### src/rtl/approx_mac_pkg.sv
// Shared types, defaults and range helper for the approximate-multiplier MAC accumulator.
package approx_mac_pkg;

    typedef enum logic [0:0] {ACCUM, HOLD} mac_state_t;

    localparam int unsigned DEF_ACC_W = 24;
    localparam int unsigned DEF_LEN   = 8;
    localparam int unsigned PROD_W    = 16;

    // True when a sign-extended sum falls outside the signed acc_w-bit range.
    function automatic logic sat_range_check(input logic signed [32:0] sum, input int unsigned acc_w);
        logic signed [63:0] s;
        logic signed [63:0] hi;
        logic signed [63:0] lo;
        s  = 64'(sum);
        hi = (64'sd1 <<< (acc_w - 1)) - 64'sd1;
        lo = -(64'sd1 <<< (acc_w - 1));
        return (s > hi) || (s < lo);
    endfunction

endpackage

### src/rtl/approx_log_mac_accum_sat_add.sv
// Combinational accumulate step: widened add, overflow detect, optional clamp to the signed range.
module sat_add_acc
    import approx_mac_pkg::*;
#(
    parameter int unsigned ACC_W    = DEF_ACC_W,
    parameter bit          SATURATE = 1'b1
) (
    input  logic signed [ACC_W-1:0]  acc,
    input  logic signed [PROD_W-1:0] prod,
    output logic signed [ACC_W-1:0]  result_c,
    output logic                     ovf_c
);

    localparam int unsigned SUM_W = ACC_W + 1;
    localparam logic signed [ACC_W-1:0] MAX_V = {1'b0, {(ACC_W-1){1'b1}}};
    localparam logic signed [ACC_W-1:0] MIN_V = {1'b1, {(ACC_W-1){1'b0}}};

    logic signed [SUM_W-1:0] sum;
    logic signed [32:0]      sum_ext;

    always_comb begin
        sum      = SUM_W'(acc) + SUM_W'(prod);
        sum_ext  = 33'(sum);
        ovf_c    = sat_range_check(sum_ext, ACC_W);
        result_c = sum[ACC_W-1:0];
        // The sign of the widened sum tells which rail was crossed.
        if (ovf_c && SATURATE) begin
            result_c = sum[ACC_W] ? MIN_V : MAX_V;
        end
    end

endmodule

### src/rtl/approx_log_mac_accum.sv
// Groups LEN signed products into one signed ACC_W-bit sum with a sticky overflow flag,
// handing each sum downstream over a valid/ready handshake.
module approx_log_mac_accum
    import approx_mac_pkg::*;
#(
    parameter int unsigned ACC_W    = DEF_ACC_W,
    parameter int unsigned LEN      = DEF_LEN,
    parameter bit          SATURATE = 1'b1,
    localparam int unsigned CNT_W   = $clog2(LEN + 1)
) (
    input  logic                     clk,
    input  logic                     rst_n,
    input  logic                     clear,
    input  logic                     prod_valid,
    output logic                     prod_ready,
    input  logic signed [PROD_W-1:0] prod_data,
    output logic                     out_valid,
    input  logic                     out_ready,
    output logic signed [ACC_W-1:0]  out_data,
    output logic                     out_ovf,
    output logic [CNT_W-1:0]         count
);

    localparam logic [CNT_W-1:0] LAST = CNT_W'(LEN - 1);

    mac_state_t              state;
    mac_state_t              state_nxt;
    logic signed [ACC_W-1:0] acc;
    logic signed [ACC_W-1:0] acc_nxt;
    logic signed [ACC_W-1:0] add_res;
    logic signed [ACC_W-1:0] out_data_nxt;
    logic [CNT_W-1:0]        count_nxt;
    logic                    ovf_sticky;
    logic                    ovf_sticky_nxt;
    logic                    add_ovf;
    logic                    out_valid_nxt;
    logic                    out_ovf_nxt;

    sat_add_acc #(
        .ACC_W    (ACC_W),
        .SATURATE (SATURATE)
    ) u_add (
        .acc      (acc),
        .prod     (prod_data),
        .result_c (add_res),
        .ovf_c    (add_ovf)
    );

    always_ff @(posedge clk) begin
        if (!rst_n) begin
            state      <= ACCUM;
            acc        <= '0;
            count      <= '0;
            ovf_sticky <= 1'b0;
            out_valid  <= 1'b0;
            out_data   <= '0;
            out_ovf    <= 1'b0;
        end else begin
            state      <= state_nxt;
            acc        <= acc_nxt;
            count      <= count_nxt;
            ovf_sticky <= ovf_sticky_nxt;
            out_valid  <= out_valid_nxt;
            out_data   <= out_data_nxt;
            out_ovf    <= out_ovf_nxt;
        end
    end

    // Ready is a function of state and clear only, never of prod_valid.
    always_comb begin
        state_nxt      = state;
        acc_nxt        = acc;
        count_nxt      = count;
        ovf_sticky_nxt = ovf_sticky;
        out_valid_nxt  = out_valid;
        out_data_nxt   = out_data;
        out_ovf_nxt    = out_ovf;
        prod_ready     = 1'b0;

        case (state)
            ACCUM: begin
                prod_ready = !clear;
                if (clear) begin
                    acc_nxt        = '0;
                    count_nxt      = '0;
                    ovf_sticky_nxt = 1'b0;
                end else if (prod_valid) begin
                    if (count == LAST) begin
                        out_data_nxt   = add_res;
                        out_ovf_nxt    = ovf_sticky | add_ovf;
                        out_valid_nxt  = 1'b1;
                        acc_nxt        = '0;
                        count_nxt      = '0;
                        ovf_sticky_nxt = 1'b0;
                        state_nxt      = HOLD;
                    end else begin
                        acc_nxt        = add_res;
                        count_nxt      = count + CNT_W'(1);
                        ovf_sticky_nxt = ovf_sticky | add_ovf;
                    end
                end
            end
            HOLD: begin
                // clear is ignored here; the pending sum must be taken first.
                if (out_ready) begin
                    out_valid_nxt = 1'b0;
                    state_nxt     = ACCUM;
                end
            end
            default: begin
                state_nxt = ACCUM;
            end
        endcase
    end

endmodule

### config.mk
export PLATFORM = sky130hd
export DESIGN_NAME = approx_log_mac_accum
export DESIGN_NICKNAME = d
export VERILOG_FILES = /design/src/rtl/approx_mac_pkg.sv /design/src/rtl/approx_log_mac_accum_sat_add.sv /design/src/rtl/approx_log_mac_accum.sv
export SDC_FILE = /design/constraint.sdc
export NUM_CORES = 1
export LEC_CHECK = 0
export CELL_PAD_IN_SITES_DETAIL_PLACEMENT = 1
export CELL_PAD_IN_SITES_GLOBAL_PLACEMENT = 1
export CORE_MARGIN = 2
export CORE_UTILIZATION = 36
export CTS_BUF_LIST = sky130_fd_sc_hd__clkbuf_16
export CTS_CLUSTER_SIZE = 16
export DETAILED_ROUTE_END_ITERATION = 8
export PLACE_DENSITY_LB_ADDON = 0.1
export SYNTH_ARGS = -nofsm -noshare
export SYNTH_HDL_FRONTEND = slang
export SYNTH_HIERARCHICAL = 1
export SYNTH_SLANG_ARGS = --single-unit
export TNS_END_PERCENT = 1
### constraint.sdc
create_clock -name clk -period 5.5 [get_ports clk]
set_input_delay 1.1 -clock clk [delete_from_list [all_inputs] [get_ports clk]]
set_output_delay 1.1 -clock clk [all_outputs]
set_load 0.1 [all_outputs]
==> metrics.csv, run 1 <==
metric,value,unit
start_util,37.1,%
synthTopCellsByArea,"dfxtp_1 (29%), ha_1 (8.2%), a21oi_1 (7.2%)",
grt_max_degree,56,
relSlewSlack,20.1,%
root_buffer,clkbuf_16,
worst_r2r_endpoint,acc[2],
syn_area_per_cell,8.46,sq um
synth_edf_count,0,
pwr-share-seq,38.1,%
dp_cells,615,
layout.cells.non_filler,623,
status,completed,
drtIter0Drc,168,
yosysSeqAreaShare,29.3,%
fin_area,4540,sq um
synth_area,3830,sq um
finalMaxSlewViolations,0,
yosys_warnings,6,
min_path_cells,2,
netSwitchingPower,349,uW
hold_viol,0,
vias_per_cell,5.80,
hold_buffers,0,
clock.fmax,228,MHz
synthArstFlopShare,0,%
tightestPinTransition,1200,ps
power.density,246,nW/um^2
synth_top_area_share,29.3,%
critPathArrivalTime,4610,ps
clockBufferDepth,2,
ys_types,68,
critPathMaxFanout,10,
io_buffer_count,51,
grt_pass1_vias,3646,
nNetsFinal,533,
start_kind,primary input,
crit_top_cell,nand3_1,
setup_viol,0,
tns,0,ps
fillers,1218,
slowest_stage,clkdlybuf4s50_1,
post_dp_cell_area,4370,sq um
clock-sinks,56,
dieWidth,107,microns
ff2ff_path_depth,12,
dpl.hpwl,8030,microns
syn_to_final_growth,18.5,%
cts_setup_buffers,0,
htreeDepth,2,
clk_pin_slew_worst_paths,80,ps
cts_tree,done,
synth_ff_type,dfxtp_1,
rows,37,
rr_startpoint,acc[6],
drtAntennaViolNets,0,
whs_endpoint,out_valid,
yosysTopAreaCell,dfxtp_1,
leakage,0.00169,uW
wirelength,11400,microns
dieArea,11500,sq um
combPwrFrac,28.1,%
max_stage_delay,620,ps
fin_skew,5.40,ps
max-vdd-ir-drop,0.000112,V
overflow,0,
rsz0062_at_grt,no,
grt_pass1_wl,19000,microns
p_clk_share,33.8,%
path_cells,clkdlybuf4s50_1 > ha_1 > nand3_1 > nor3_1 > a31oi_4 > xnor2_2 > buf_4 > maj3_2 > nand3_1 > a21oi_1,
reg2reg_slack,2190,ps
syn_inst,453,
io_pins,52,
min_period,4390,ps
antenna_found_initial,0,
grt_usage,20.5,%
wl_per_cell,18.4,microns
finalWeightedCongestion,0.797,
ctsResizeCount,0,
firstDrtPassIters,4,
synth_seq_cells,56,
vias,3612,
p_int,768,uW
crit_path_end_kind,flip-flop,
hp-class,reg2reg,
design.core.area,10300,sq um
remaining_drc_errors,0,
final_layout_size_suffix_gt1_share,11.7,%
cts_buffers,5,
path_class,in2reg,
die_y,107,microns
cp.required,5720,ps
antennaDiodeCount,0,
swShare,31.2,%
clock_latency,300,ps
drv_cap,0,
period_share,79.8,%
syn_nets,500,
hold_start,out_valid,
[logic make-up after synthesis]
family	count (synthesis)	synth area share, %
AND/OR/NAND/NOR	122	16.1
adder cells (fa/ha/maj)	48	15.1
AO/OA/AOI/OAI	158	27.6
buffers and inverters	48	6.86
flip-flops	56	29.3
XOR/XNOR	19	4.54
multiplexers	2	0.620
[final cells by class]
cell class              instances  area (sq um)  area share, %
multi-input cells             349          2450           54.0
flip-flops and latches         56          1120           24.7
repair buffers                 59           571           12.6
well taps                     136           170           3.75
clock buffers                   5           125           2.75
inverters                      15          56.3           1.24
clock inverters                 3          47.5           1.05
[layer usage]
layer	global-route usage (%)	share of wire [%]	up-vias
li1	-	-	1749
met1	28.8	50	1784
met2	34.0	46	67
met3	2.37	3.2	12
met4	3.90	0.84	0
met5	0	0	-
[per-stage QoR]
step                total power [uW]  worst slack (ps)  hold WS [ps]  utilization [%]
global placement                 739               792           451             42.3
CTS                             1120              1080           480             44.0
detailed placement               745               774           468             42.3
floorplan                        672              1880           447                -
finish                          1120              1110           473             44.0
global route                    1170               839           509             44.0
[cell usage after synthesis, types with 8 or more instances]
master    instances
ha_1             25
o21ai_1          14
inv_1            13
buf_6             8
dfxtp_1          56
xnor2_1          12
clkbuf_1         11
buf_2            12
maj3_2           21
a21oi_1          55
nand2_1          20
a32oi_1          24
nor2_1           41
o21ai_0          21
nand3_1          31
[worst max-delay path, delay by kind of cell]
family | cells | cell delay (ps)
simple gates | 3 | 940
buf+inv | 2 | 910
fa+ha+maj | 2 | 750
xor+xnor | 1 | 520
compound gates | 2 | 380
[flip-flops by register name, indices dropped and copies added (netlist names)]
signal,cells
count,4
out_ovf,1
out_data,24
out_valid,1
ovf_sticky,1
acc,24
state,1
[how the worst max path moves through the flow]
stage / startpoint / slack, ps / end
2_1_floorplan: prod_data[0] / 1880 / acc[18]
3_3_place_gp: prod_data[15] / 790 / out_data[12]
3_5_place_dp: prod_data[15] / 770 / out_data[11]
4_1_cts: prod_data[15] / 1080 / out_data[11]
5_1_grt: prod_data[15] / 840 / out_data[14]
6_report: prod_data[15] / 1110 / out_data[12]
[cells in the final DEF (no fill, tap or decap), types with 3 or more instances in the layout]
cell and n:
dfxtp_1 56, a21oi_1 55, clkdlybuf4s50_1 51, nor2_1 41
nand3_1 31, ha_1 25, a32oi_1 24, o21ai_0 21
maj3_2 21, nand2_1 20, o21ai_1 14, inv_1 13
xnor2_1 12, buf_4 8, a31oi_1 6, xor2_1 6
clkbuf_16 5, nor3_1 5, a21o_1 5, nand2b_1 4
nand4_1 4, o21a_1 3, a211oi_1 3
[power groups by stage]
stage	sequential [uW]	combinational, uW	clock, uW
2_1_floorplan	437	235	0
3_3_place_gp	434	304	0
3_5_place_dp	435	311	0
4_1_cts	425	313	384
5_1_grt	427	344	401
6_report	425	314	378
Power figures use the tool's default switching activity.
==> run 2: changes to the inputs <==
- clock period: 5.5 -> 4 ns (I/O delays scaled with it)
==> metrics.csv, run 2 (synthesis gave the netlist of run 1 again) <==
metric,value,unit
status,completed,
antenna_found_initial,0,
p_int,1000,uW
tightestPinTransition,1010,ps
combPwrFrac,30.0,%
worst_r2r_endpoint,acc[14],
remaining_drc_errors,0,
grt_max_degree,56,
clock_latency,300,ps
leakage,0.00175,uW
fin_hold_ws,472,ps
reg2reg_slack,880,ps
critPathArrivalTime,3950,ps
max-vdd-ir-drop,0.000159,V
antennaDiodeCount,0,
grt_usage,20.9,%
period_share,93.2,%
grt_pass1_wl,19300,microns
cts_buffers,5,
finalMaxSlewViolations,0,
crit_top_cell,a21oi_1,
ff2ff_path_depth,14,
io_buffer_count,51,
fillers,1215,
wirelength,11700,microns
path_class,in2reg,
setup_viol,0,
crit_path_end_kind,flip-flop,
tns,0,ps
clockBufferDepth,2,
vias_per_cell,5.78,
cp.required,4220,ps
nNetsFinal,548,
start_kind,primary input,
clk_pin_slew_worst_paths,80,ps
whs_endpoint,out_valid,
max_stage_delay,680,ps
start_util,37.1,%
path_cells,clkdlybuf4s50_1 > ha_1 > a21o_1 > a211oi_1 > nor3b_1 > a21oi_1 > o211ai_1 > a21oi_2 > mux2i_2 > buf_4 > maj3_2 > nand3_1 > a21oi_1,
drv_cap,0,
die_y,107,microns
htreeDepth,2,
rsz0062_at_grt,no,
dieWidth,107,microns
hp-class,reg2reg,
p_clk_share,30.8,%
hold_viol,0,
power.total,1490,uW
final_layout_size_suffix_gt1_share,14.5,%
critPathMaxFanout,11,
drtIter0Drc,214,
firstDrtPassIters,4,
final_common_cell,dfxtp_1,
dpl.hpwl,8280,microns
mostFrequentLayoutCells,"dfxtp_1 (56), a21oi_1 (55), clkdlybuf4s50_1 (50)",
hold_start,out_valid,
clock.fmax,268,MHz
design.core.area,10300,sq um
ctsResizeCount,0,
swShare,32.7,%
cts_tree,done,
reg_top3,"acc x24, out_data x24, count x4",
root_buffer,clkbuf_16,
grt_pass1_vias,3611,
hold_buffers,0,
power.density,321,nW/um^2
cts_setup_buffers,0,
netSwitchingPower,487,uW
slowest_stage,clkdlybuf4s50_1,
drtAntennaViolNets,0,
overflow,0,
min_period,3730,ps
final_core_util,45.0,%
wl_per_cell,18.3,microns
finalWeightedCongestion,0.796,
fin_skew,7.96,ps
pwr-share-seq,39.2,%
vias,3687,
rr_startpoint,acc[0],
clock-sinks,56,
relSlewSlack,32.7,%
dieArea,11500,sq um
io_pins,52,
min_path_cells,2,
syn_to_final_growth,21.1,%
rows,37,
run 2: final cells by class:
class | count | area (sq um) | area share (%)
flip-flops and latches | 56 | 1120 | 24.2
inverters | 15 | 56.3 | 1.21
multi-input cells | 349 | 2450 | 52.8
clock buffers | 5 | 125 | 2.70
clock inverters | 3 | 23.8 | 0.512
repair buffers | 74 | 693 | 14.9
well taps | 136 | 170 | 3.67
run 2: per-layer routing:
metal  vias up  wire (microns)  track usage (%)
li1       1787               -                -
met1      1824            6250             31.5
met2        71            4990             32.1
met3         5             369             2.37
met4         0              86             3.99
met5         -               0                0
run 2: worst max path at each step:
stage                       start            to  slack [ps]  cells past startpoint
finish              prod_data[15]  out_data[13]         270                     13
CTS                 prod_data[15]  out_data[13]         320                     13
floorplan            prod_data[0]       acc[18]         680                     14
detailed placement   prod_data[0]       acc[22]          20                     15
global route        prod_data[15]       out_ovf          50                     13
global placement     prod_data[1]        acc[2]          60                     13
run 2: power groups by stage:
stage / Combinational (uW) / Sequential (uW) / Clock [uW]
after floorplan: 324 / 601 / 0
after global placement: 430 / 597 / 0
after detailed placement: 441 / 597 / 0
after CTS: 444 / 584 / 468
after global routing: 489 / 587 / 492
final: 447 / 584 / 459
run 2: through the flow:
stage / std cells / worst slack (ps) / cell area [sq um]
floorplan: 453 / 683 / 3830
global placement: 630 / 60.8 / 4490
detailed placement: 630 / 20.5 / 4490
CTS: 638 / 316 / 4640
global route: 638 / 51.6 / 4640
finish: 638 / 273 / 4640
run 2: worst max-delay path: cells and delay by family:
kind	cells	cell delay (ps)
AOI/OAI and AO/OA	6	890
adders and majority gates	2	590
buffers and inverters	2	960
muxes	1	230
and+or+nand+nor	2	450
==> run 3: changes to the inputs <==
- SKIP_CTS_REPAIR_TIMING: not set -> 1
==> results of run 3 <==
Same layout as run 2: the final DEF is identical, and so are final timing and power.
